===== config.mk =====
export PLATFORM = sky130hd
export DESIGN_NAME = uart_tx_frame_flat
export DESIGN_NICKNAME = d
export VERILOG_FILES = /design/src/rtl/uart_tx_frame_if.sv /design/src/rtl/uart_tx_frame.sv /design/src/flat_wrapper.sv
export SDC_FILE = /design/constraint.sdc
export NUM_CORES = 1
export LEC_CHECK = 0
export ABC_AREA = 1
export BUFFER_PORTS_ARGS = -buffer_cell sky130_fd_sc_hd__clkbuf_2
export CORE_AREA = 2 2 54 56
export CTS_CLUSTER_DIAMETER = 120
export DETAILED_ROUTE_END_ITERATION = 16
export DIE_AREA = 0 0 56 58
export GPL_ROUTABILITY_DRIVEN = 0
export PLACE_DENSITY = 0.74
export SLEW_MARGIN = 20
export SYNTH_ARGS = -nofsm -noshare
export SYNTH_HDL_FRONTEND = slang
export SYNTH_SLANG_ARGS = --single-unit

===== constraint.sdc =====
create_clock -name clk -period 1.9 [get_ports clk]
set_input_delay 0.19 -clock clk [delete_from_list [all_inputs] [get_ports clk]]
set_output_delay 0.19 -clock clk [all_outputs]
set_load 0.01 [all_outputs]

===== src/rtl/uart_tx_frame_if.sv =====
// Handshake bundle between a frame producer and the UART transmitter: request,
// word, per-frame format, and the ready/done status coming back.
interface uart_tx_frame_if #(
    parameter int DATA_WIDTH = 8
);
    logic                  tx_start;
    logic [DATA_WIDTH-1:0] din;
    logic [1:0]            parity_mode;
    logic                  stop_bits;
    logic                  tx_ready;
    logic                  tx_done_tick;

    modport master (
        output tx_start, din, parity_mode, stop_bits,
        input  tx_ready, tx_done_tick
    );

    modport slave (
        input  tx_start, din, parity_mode, stop_bits,
        output tx_ready, tx_done_tick
    );
endinterface


===== src/rtl/uart_tx_frame.sv =====
// UART transmitter: start bit, DATA_WIDTH data bits LSB-first, optional parity and
// one or two stop bits, with the frame format latched when a request is accepted.
module uart_tx_frame #(
    parameter int DATA_WIDTH = 8,
    parameter int TIME       = 16
) (
    input  logic           clk,
    input  logic           reset,
    input  logic           s_tick,
    uart_tx_frame_if.slave bus,
    output logic           tx
);
    localparam int TW = $clog2(TIME);
    localparam int BW = $clog2(DATA_WIDTH + 1);
    localparam logic [TW-1:0] TICK_LAST = TW'(TIME - 1);
    localparam logic [BW-1:0] BIT_LAST  = BW'(DATA_WIDTH - 1);

    typedef enum logic [2:0] {
        ST_IDLE   = 3'd0,
        ST_START  = 3'd1,
        ST_DATA   = 3'd2,
        ST_PARITY = 3'd3,
        ST_STOP   = 3'd4
    } state_t;

    function automatic logic calc_parity(input logic [DATA_WIDTH-1:0] data, input logic odd);
        return (^data) ^ odd;
    endfunction

    state_t                state_r, state_next_s;
    logic [TW-1:0]         tick_r, tick_next_s;
    logic [BW-1:0]         bit_r, bit_next_s;
    logic [DATA_WIDTH-1:0] shift_r, shift_next_s;
    logic                  par_bit_r, par_bit_next_s;
    logic                  par_en_r, par_en_next_s;
    logic                  two_stop_r, two_stop_next_s;
    logic                  bit_end_s, frame_end_s;
    logic                  tx_r, tx_next_s;
    logic                  ready_r, ready_next_s;
    logic                  done_r, done_next_s;

    // State and datapath register
    always_ff @(posedge clk or negedge reset) begin
        if (!reset) begin
            state_r    <= ST_IDLE;
            tick_r     <= {TW{1'b0}};
            bit_r      <= {BW{1'b0}};
            shift_r    <= {DATA_WIDTH{1'b0}};
            par_bit_r  <= 1'b0;
            par_en_r   <= 1'b0;
            two_stop_r <= 1'b0;
        end else begin
            state_r    <= state_next_s;
            tick_r     <= tick_next_s;
            bit_r      <= bit_next_s;
            shift_r    <= shift_next_s;
            par_bit_r  <= par_bit_next_s;
            par_en_r   <= par_en_next_s;
            two_stop_r <= two_stop_next_s;
        end
    end

    // Next-state logic: tick/bit counters, shifter and per-frame format latch
    always_comb begin
        state_next_s    = state_r;
        bit_next_s      = bit_r;
        shift_next_s    = shift_r;
        par_bit_next_s  = par_bit_r;
        par_en_next_s   = par_en_r;
        two_stop_next_s = two_stop_r;
        frame_end_s     = 1'b0;
        bit_end_s       = s_tick && (tick_r == TICK_LAST);
        if (s_tick) begin
            tick_next_s = bit_end_s ? {TW{1'b0}} : tick_r + TW'(1);
        end else begin
            tick_next_s = tick_r;
        end
        case (state_r)
            ST_IDLE: begin
                // Counters are held clear so the tick seen on the accept edge is not counted
                tick_next_s = {TW{1'b0}};
                bit_next_s  = {BW{1'b0}};
                if (bus.tx_start) begin
                    state_next_s    = ST_START;
                    shift_next_s    = bus.din;
                    par_en_next_s   = (bus.parity_mode == 2'b01) || (bus.parity_mode == 2'b10);
                    par_bit_next_s  = calc_parity(bus.din, bus.parity_mode == 2'b10);
                    two_stop_next_s = bus.stop_bits;
                end else begin
                    state_next_s = ST_IDLE;
                end
            end
            ST_START: begin
                if (bit_end_s) begin
                    state_next_s = ST_DATA;
                end else begin
                    state_next_s = ST_START;
                end
            end
            ST_DATA: begin
                if (bit_end_s) begin
                    shift_next_s = {1'b0, shift_r[DATA_WIDTH-1:1]};
                    if (bit_r == BIT_LAST) begin
                        bit_next_s   = {BW{1'b0}};
                        state_next_s = par_en_r ? ST_PARITY : ST_STOP;
                    end else begin
                        bit_next_s = bit_r + BW'(1);
                    end
                end else begin
                    state_next_s = ST_DATA;
                end
            end
            ST_PARITY: begin
                if (bit_end_s) begin
                    state_next_s = ST_STOP;
                    bit_next_s   = {BW{1'b0}};
                end else begin
                    state_next_s = ST_PARITY;
                end
            end
            ST_STOP: begin
                // bit_r doubles as the stop-bit index
                if (bit_end_s) begin
                    if (two_stop_r && (bit_r == {BW{1'b0}})) begin
                        bit_next_s = BW'(1);
                    end else begin
                        state_next_s = ST_IDLE;
                        frame_end_s  = 1'b1;
                    end
                end else begin
                    state_next_s = ST_STOP;
                end
            end
            default: begin
                state_next_s = ST_IDLE;
            end
        endcase
    end

    // Output decode from the upcoming state so tx/ready/done can be registered
    always_comb begin
        tx_next_s    = 1'b1;
        ready_next_s = (state_next_s == ST_IDLE);
        done_next_s  = frame_end_s;
        case (state_next_s)
            ST_START:  tx_next_s = 1'b0;
            ST_DATA:   tx_next_s = shift_next_s[0];
            ST_PARITY: tx_next_s = par_bit_next_s;
            ST_STOP:   tx_next_s = 1'b1;
            ST_IDLE:   tx_next_s = 1'b1;
            default:   tx_next_s = 1'b1;
        endcase
    end

    // Output register
    always_ff @(posedge clk or negedge reset) begin
        if (!reset) begin
            tx_r    <= 1'b1;
            ready_r <= 1'b1;
            done_r  <= 1'b0;
        end else begin
            tx_r    <= tx_next_s;
            ready_r <= ready_next_s;
            done_r  <= done_next_s;
        end
    end

    assign tx               = tx_r;
    assign bus.tx_ready     = ready_r;
    assign bus.tx_done_tick = done_r;
endmodule


===== src/flat_wrapper.sv =====
// flat-port wrapper written by rule: the top's interface ports become plain ports
module uart_tx_frame_flat 
#(
    parameter int DATA_WIDTH = 8,
    parameter int TIME       = 16
)
  (clk, reset, s_tick, tx, bus_tx_start, bus_din, bus_parity_mode, bus_stop_bits, bus_tx_ready, bus_tx_done_tick);
  uart_tx_frame_if #(.DATA_WIDTH(DATA_WIDTH)) bus_i ();
  input  logic clk;
  input  logic reset;
  input  logic s_tick;
  output logic tx;
  input wire logic [$bits(bus_i.tx_start)-1:0] bus_tx_start;
  input wire logic [$bits(bus_i.din)-1:0] bus_din;
  input wire logic [$bits(bus_i.parity_mode)-1:0] bus_parity_mode;
  input wire logic [$bits(bus_i.stop_bits)-1:0] bus_stop_bits;
  output wire logic [$bits(bus_i.tx_ready)-1:0] bus_tx_ready;
  output wire logic [$bits(bus_i.tx_done_tick)-1:0] bus_tx_done_tick;
  assign bus_i.tx_start = bus_tx_start;
  assign bus_i.din = bus_din;
  assign bus_i.parity_mode = bus_parity_mode;
  assign bus_i.stop_bits = bus_stop_bits;
  assign bus_tx_ready = bus_i.tx_ready;
  assign bus_tx_done_tick = bus_i.tx_done_tick;
  uart_tx_frame #(.DATA_WIDTH(DATA_WIDTH), .TIME(TIME)) u_core (.clk(clk), .reset(reset), .s_tick(s_tick), .bus(bus_i), .tx(tx));
endmodule

==> metrics, run 1 <==
Die Area 3250 µm²; PD cells 1130 nW/µm²; CTS Buffer Depth 2; syn_area_per_cell 7.77 µm²; worst-margin pin slew 0.626 ns; library cells used by synthesis 24; fmax 609 MHz; Post-Syn Nets 200; hold_sp bus_din[6]; Clk Latency, worst-skew pair 0.31 ns; commonest non-fill, non-tap cell in the layout nand2_1; # IOs 18; CTS tree built; Starting Density 0.528; WL/cell 11.8 µm; most frequent cells in the layout 57 x nand2_1, 30 x inv_1, 23 x dfrtp_1; Peak VDD IR 0.664 mV; final slew viol count 0; HPWL Detailed 2190 µm; antenna diode count 0; Starting DRT DRC Count 33; Final Power 1.76 mW; sw frac 0.379; RSZ-0062 raised after global routing no; vias post-DR 1,204; die width 56 µm; global-route wire length before repair 4980 µm; Leakage 0.842 nW; internal power 1.09 mW; final setup violation count 0; vias per inst 5.15; clk root buf clkbuf_4; Reg-to-Reg Start u_core.tick_r[0]; sequential share of power 0.510; remaining global-route overflow 0; core area 2660 µm²; sequential-to-total area share from yosys stat 0.447; P_sw 669 µW; gr usage total 0.193; Final Hold Violating Endpoints 0; Setup crit end kind flip-flop; remaining antenna violation count 0; Clock transition at path regs 0.14 ns; status finished clean; Warnings, synthesis 0; Syn Inst Count 181; placement row count 19; share of post-route cells with drive strength above 1 0.172; DR DRC count 0; # Max-Cap Violations 0; Die H 58 µm; IO buf count 17; Synth Register Bits 25; Final Cycle Share 0.864; via count of the first global-routing pass 1,220; Arr. time, crit path 1.90 ns; first-pass iteration count of the detailed router 4; final WL 2750 µm; CTS sink cnt 25; Area Growth Syn to Fin 11.4%; Gate power share 0.356; critical path peak fanout 7; Hold Path Class input pin to flip-flop; CP Data Required Time 2.15 ns; setup tns final 0 ns; largest net degree at the start of global routing 26; Worst Setup Start Kind flip-flop; CTS resizes 0; fin nets 223; synthesized area 1410 µm²; Crit Path Class flip-flop to flip-flop; Worst slew margin 0.583; clock skew 0.00794 ns; Clk pwr share 0.133; CTS Buf Count 3; CP Launch Point u_core.tick_r[0]; number of H-tree levels 1; initial antenna violation count 0; Tmin final 1.64 ns
-- cell usage after synthesis --
| master | count | area [µm²] |
|---|---|---|
| dfstp_2 | 2 | 52.6 |
| inv_2 | 3 | 11.3 |
| ha_1 | 4 | 50.1 |
| nor3_1 | 2 | 10.0 |
| or2_2 | 1 | 6.26 |
| o221ai_1 | 6 | 52.6 |
| xor2_1 | 2 | 17.5 |
| a21oi_1 | 5 | 25.0 |
| nand4_1 | 1 | 6.26 |
| nand4_4 | 1 | 21.3 |
| a21boi_0 | 1 | 7.51 |
| a21boi_2 | 1 | 11.3 |
| nand2_2 | 1 | 6.26 |
| inv_1 | 30 | 113 |
| nor2_2 | 2 | 12.5 |
| nand2_1 | 57 | 214 |
| o21ai_0 | 8 | 40.0 |
| o21ai_1 | 2 | 10.0 |
| o311ai_2 | 1 | 16.3 |
| nand3_1 | 15 | 75.1 |
| nor2_1 | 10 | 37.5 |
| o211ai_2 | 1 | 12.5 |
| nor2_4 | 2 | 22.5 |
| dfrtp_1 | 23 | 576 |
-- power groups by stage --
| stage | logic (mW) | registers (mW) | clock network, mW |
|---|---|---|---|
| after floorplan | 0.471 | 0.885 | 0 |
| after global placement | 0.607 | 0.907 | 0 |
| after detailed placement | 0.632 | 0.913 | 0 |
| after CTS | 0.639 | 0.900 | 0.241 |
| after global routing | 0.734 | 0.926 | 0.267 |
| final | 0.629 | 0.900 | 0.235 |
-- through the flow --
step	hold WS, ns	worst slack, ns	instance area [µm²]	instances	utilization
after detailed placement	0.239	0.324	1530	229	0.575
after global routing	0.105	0.161	1570	234	0.588
final	0.113	0.257	1570	234	0.588
after floorplan	-0.106	0.527	1410	181	-
after CTS	0.112	0.279	1570	234	0.588
after global placement	0.224	0.360	1530	229	0.575
-- sequential cells by signal, summed over array words and instances (netlist names) --
signal                   cells
u_core.par_en_r              1
u_core.par_bit_r             1
u_core.shift_r               8
u_core.two_stop_r            1
u_core.bit_r                 4
u_core.tick_r                4
u_core.bus.tx_done_tick      1
u_core.tx                    1
u_core.state_r               3
u_core.bus.tx_ready          1
-- logic make-up (layout without fill, tap and decap cells) --
logic type,after synthesis,in the layout,share of synthesized area
and+or+nand+nor,92,92,0.293
buffers and inverters,33,55,0.0881
AOI/OAI and AO/OA,25,25,0.125
DFF,25,25,0.447
adders and majority gates,4,4,0.0356
xor gates and xnor gates,2,2,0.0125
-- critical path: stages (launching register included) --
cell and delay, ns:
dfrtp_1 0.44, ha_1 0.27, nand4_4 0.13, nor2_4 0.07
nor2_1 0.28, nand2_1 0.11, o211ai_2 0.09, nand3_1 0.09
nand3_1 0.10
-- metal layers --
layer,global-route usage,vias up,wire (µm)
li1,-,624,-
met1,0.238,548,1200
met2,0.345,28,1390
met3,0.0313,4,120
met4,0.0680,0,40
met5,0,-,0
-- area by class of cell --
type	count	area, µm²
tap	31	38.8
inverter	33	124
clock buffer	4	26.3
timing repair buffer	18	95.1
fill	244	1100
multi-input combinational	123	654
sequential	25	628
-- final timing paths --
path / to / depth (start not counted) / slack, ns
hold / removal: u_core.shift_r[6] / 3 / 0.11
max in group asynchronous: u_core.bit_r[3] / 2 / 1.08
min in group asynchronous: u_core.tick_r[2] / 2 / 0.40
setup reg to reg: u_core.tx / 8 / 0.26
hold reg to reg: u_core.shift_r[4] / 2 / 0.51
setup / recovery: u_core.tx / 8 / 0.26
-- what timing repair did --
| action | 4_1_cts | 5_1_grt |
|---|---|---|
| buffers inserted | 0 | 0 |
| hold buffers | 1 | 0 |
| endpoints found under the hold margin | 23 | 0 |
(Power assumes the default switching activity.)
==> inputs of run 2 (changes only) <==
Settings changed: ABC_AREA 1 to 0, CORE_AREA 2 2 54 56 to 8 8 60 62, DIE_AREA 0 0 56 58 to 0 0 68 70, PLACE_DENSITY 0.74 to 0.75.
==> run 2 against run 1 <==
Final area shrank 0.64%. Fmax shrank 6.0%. Routed wire length grew 4.2%. First-iteration DRC count grew 70%. Critical path depth shrank 3. Flip-flop and latch count is the same. Count of clock-buffer cells in the layout is the same. Combinational power grew 10%. Clock skew shrank 0.0052 ns. Largest power group unchanged. Non-clock buffer count grew 3.
==> metrics, run 2 <==
clock skew 0.00274 ns (-0.00520 ns); Warnings, synthesis 0 (unchanged); vias post-DR 1,107 (-8.1%); via count of the first global-routing pass 1,073 (-12%); Peak VDD IR 0.821 mV (+24%); CP Data Required Time 2.17 ns (+0.02 ns); commonest non-fill, non-tap cell in the layout dfrtp_1; Worst slew margin 0.588 (+0.00510); Tmin final 1.75 ns (+0.105 ns); Crit-path slowest cell or4b_1; Post-Syn Nets 154 (-23%); Final Core Density 0.585 (-0.00376); Synth Flop Type dfrtp_1; Leakage 0.749 nW (-11%); gr usage total 0.122 (-0.0710); clk root buf clkbuf_4; CP peak stage delay 0.46 ns (+0.02 ns); final slew viol count 0 (unchanged); Crit Path Class flip-flop to flip-flop; PD cells 1190 nW/µm² (+5.9%); Clock transition at path regs 0.13 ns (about the same); most frequent cells in the layout 23 x dfrtp_1, 17 x clkbuf_2, 10 x nand2_1; antenna diode count 0 (unchanged); EDFF count, synth 0 (unchanged); status finished clean; IO buf count 17 (unchanged); final WL 2870 µm (+4.2%); Final Cell Area 1560 µm² (-0.64%); cells taking the most area after synthesis dfrtp_1 41%, a21o_1 4.2%, dfstp_2 3.7%, xnor2_1 3.7%, a22o_2 3.5%; critical-path cell list ha_1 -> and3b_1 -> or4b_1 -> a21oi_1 -> mux2_2; M3 GR Usage 0.0255 (-0.00573); final setup violation count 0 (unchanged); Die H 70 µm (+21%); setup tns final 0 ns (unchanged); max reg flops 8 (unchanged); Syn Inst Count 135 (-25%); CTS Buf Count 3 (unchanged); GRT Max-Usage Layer met2; core area 2660 µm² (unchanged); CP top delay family simple AND/OR/NAND/NOR gates; Arr. time, crit path 2.01 ns (+0.11 ns); share of post-route cells with drive strength above 1 0.242 (+0.0694); Hold Path Class input pin to flip-flop; Worst Setup Start Kind flip-flop; worst-margin pin slew 0.618 ns (-0.00766 ns); remaining global-route overflow 0 (unchanged); library cells used by synthesis 44 (+83%); Final Cycle Share 0.920 (+0.0552); largest area contributor in the netlist dfrtp_1; placed standard-cell area 1510 µm² (-1.1%); RSZ-0062 raised after global routing no; Synth top area share 0.406 (-0.00325); sequential-to-total area share from yosys stat 0.443 (-0.00355); # IOs 18 (unchanged); sum of buffers and inverters on the critical path 0 (unchanged); vias per inst 6.02 (+17%); critical path peak fanout 5 (-2); footprint of the multi-input gates 719 µm² (+9.9%); syn_area_per_cell 10.5 µm² (+35%); Synth async-reset ratio 1.00 (unchanged); post-CTS setup repair buffer count 0 (unchanged); Final Hold Violating Endpoints 0 (unchanged); remaining antenna violation count 0 (unchanged); FF/Latch Area 628 µm² (unchanged); Synth Register Bits 25 (unchanged); fin nets 173 (-22%); Most flops, register u_core.shift_r; placement row count 19 (unchanged); Post-synth top cells 23 x dfrtp_1, 10 x nand2_1, 9 x nor2_1; M1 GR Usage 0.166 (-0.0717); Area Growth Syn to Fin 9.80%; Setup crit end kind flip-flop; number of H-tree levels 1 (unchanged); CTS sink cnt 25 (unchanged); Clk Latency, worst-skew pair 0.31 ns (about the same); fmax 572 MHz (-6.0%); most frequent cell after synthesis dfrtp_1; initial antenna violation count 0 (unchanged); # Max-Cap Violations 0 (unchanged); grt met2 use 0.186 (-0.159); largest net degree at the start of global routing 26 (unchanged); largest registers u_core.shift_r (8), u_core.bit_r (4), u_core.tick_r (4); first-pass iteration count of the detailed router 4 (unchanged); Die Area 4760 µm² (+47%); HPWL Detailed 2110 µm (-3.4%); Starting DRT DRC Count 56 (+70%); CTS Buffer Depth 2 (unchanged); synthesized area 1420 µm² (+0.80%); CTS tree built; die width 68 µm (+21%); DR DRC count 0 (unchanged); Fillers 234 (-4.1%); Starting Density 0.532 (+0.00423); global-route wire length before repair 4710 µm (-5.4%); WL/cell 15.6 µm (+33%)
-- run 2: cell count changes after synthesis, sizes merged, moves of 7 or more --
cell	previous run	this run
nand2	58	10
inv	33	7
nand3	15	6
a21o	0	8
a22o	0	7
-- run 2: path summary, 6_finish.rpt --
check                                  start                       to  slack [ns]  cells past startpoint
min reg2reg                u_core.two_stop_r        u_core.two_stop_r        0.50                      2
min                            bus_stop_bits        u_core.two_stop_r        0.07                      3
max reg2reg                  u_core.bit_r[0]          u_core.bit_r[0]        0.15                      5
min in group asynchronous              reset  u_core.bus.tx_done_tick        0.40                      2
max                          u_core.bit_r[0]          u_core.bit_r[0]        0.15                      5
max in group asynchronous              reset        u_core.shift_r[1]        1.10                      2
-- run 2: cell families after synthesis --
kind of cell,synth area share
buffers and inverters,0.0538
AND/OR/NAND/NOR,0.180
adder cells (fa/ha/maj),0.0353
flip-flops,0.443
XOR/XNOR,0.0591
multiplexers,0.0291
AO/OA/AOI/OAI,0.199
-- run 2: cell type report --
type | instances | area share
flip-flops and latches | 25 | 0.404
inverters | 7 | 0.0169
multi-input cells | 96 | 0.462
repair buffers | 21 | 0.0756
clock buffers | 4 | 0.0169
well taps | 31 | 0.0249
-- run 2: per-stage QoR --
step / std cells / worst slack (ns) / power (mW) / hold WS, ns
2_1_floorplan: 135 / 0.226 / 1.42 / -0.106
6_report: 184 / 0.153 / 1.85 / 0.0652
3_5_place_dp: 179 / 0.180 / 1.62 / 0.234
3_3_place_gp: 179 / 0.239 / 1.58 / 0.224
4_1_cts: 184 / 0.158 / 1.86 / 0.0604
5_1_grt: 184 / 0.0330 / 1.99 / 0.0844
-- run 2: report_power, final --
part           internal [mW]  switching [mW]
Combinational          0.349           0.343
Sequential             0.741           0.186
Clock                 0.0821           0.153
Total                   1.17           0.683
-- run 2: layer usage --
metal  up-vias  wire length (µm)
met2        26              1380
met3         4               136
li1        529                 -
met5         -                 0
met4         0                27
met1       548              1320
-- run 2: repair_timing --
| item | in CTS | in global routing |
|---|---|---|
| hold buffers | 1 | 0 |
| endpoints found under the hold margin | 23 | 0 |
| setup endpoints to repair | 0 | 1 |
| gates resized for setup | 0 | 1 |
-- run 2: worst register-to-register path, stage by stage (launching register included) --
cell     delay [ns]
dfrtp_1        0.45
ha_1           0.26
and3b_1        0.23
or4b_1         0.46
a21oi_1        0.14
mux2_2         0.17
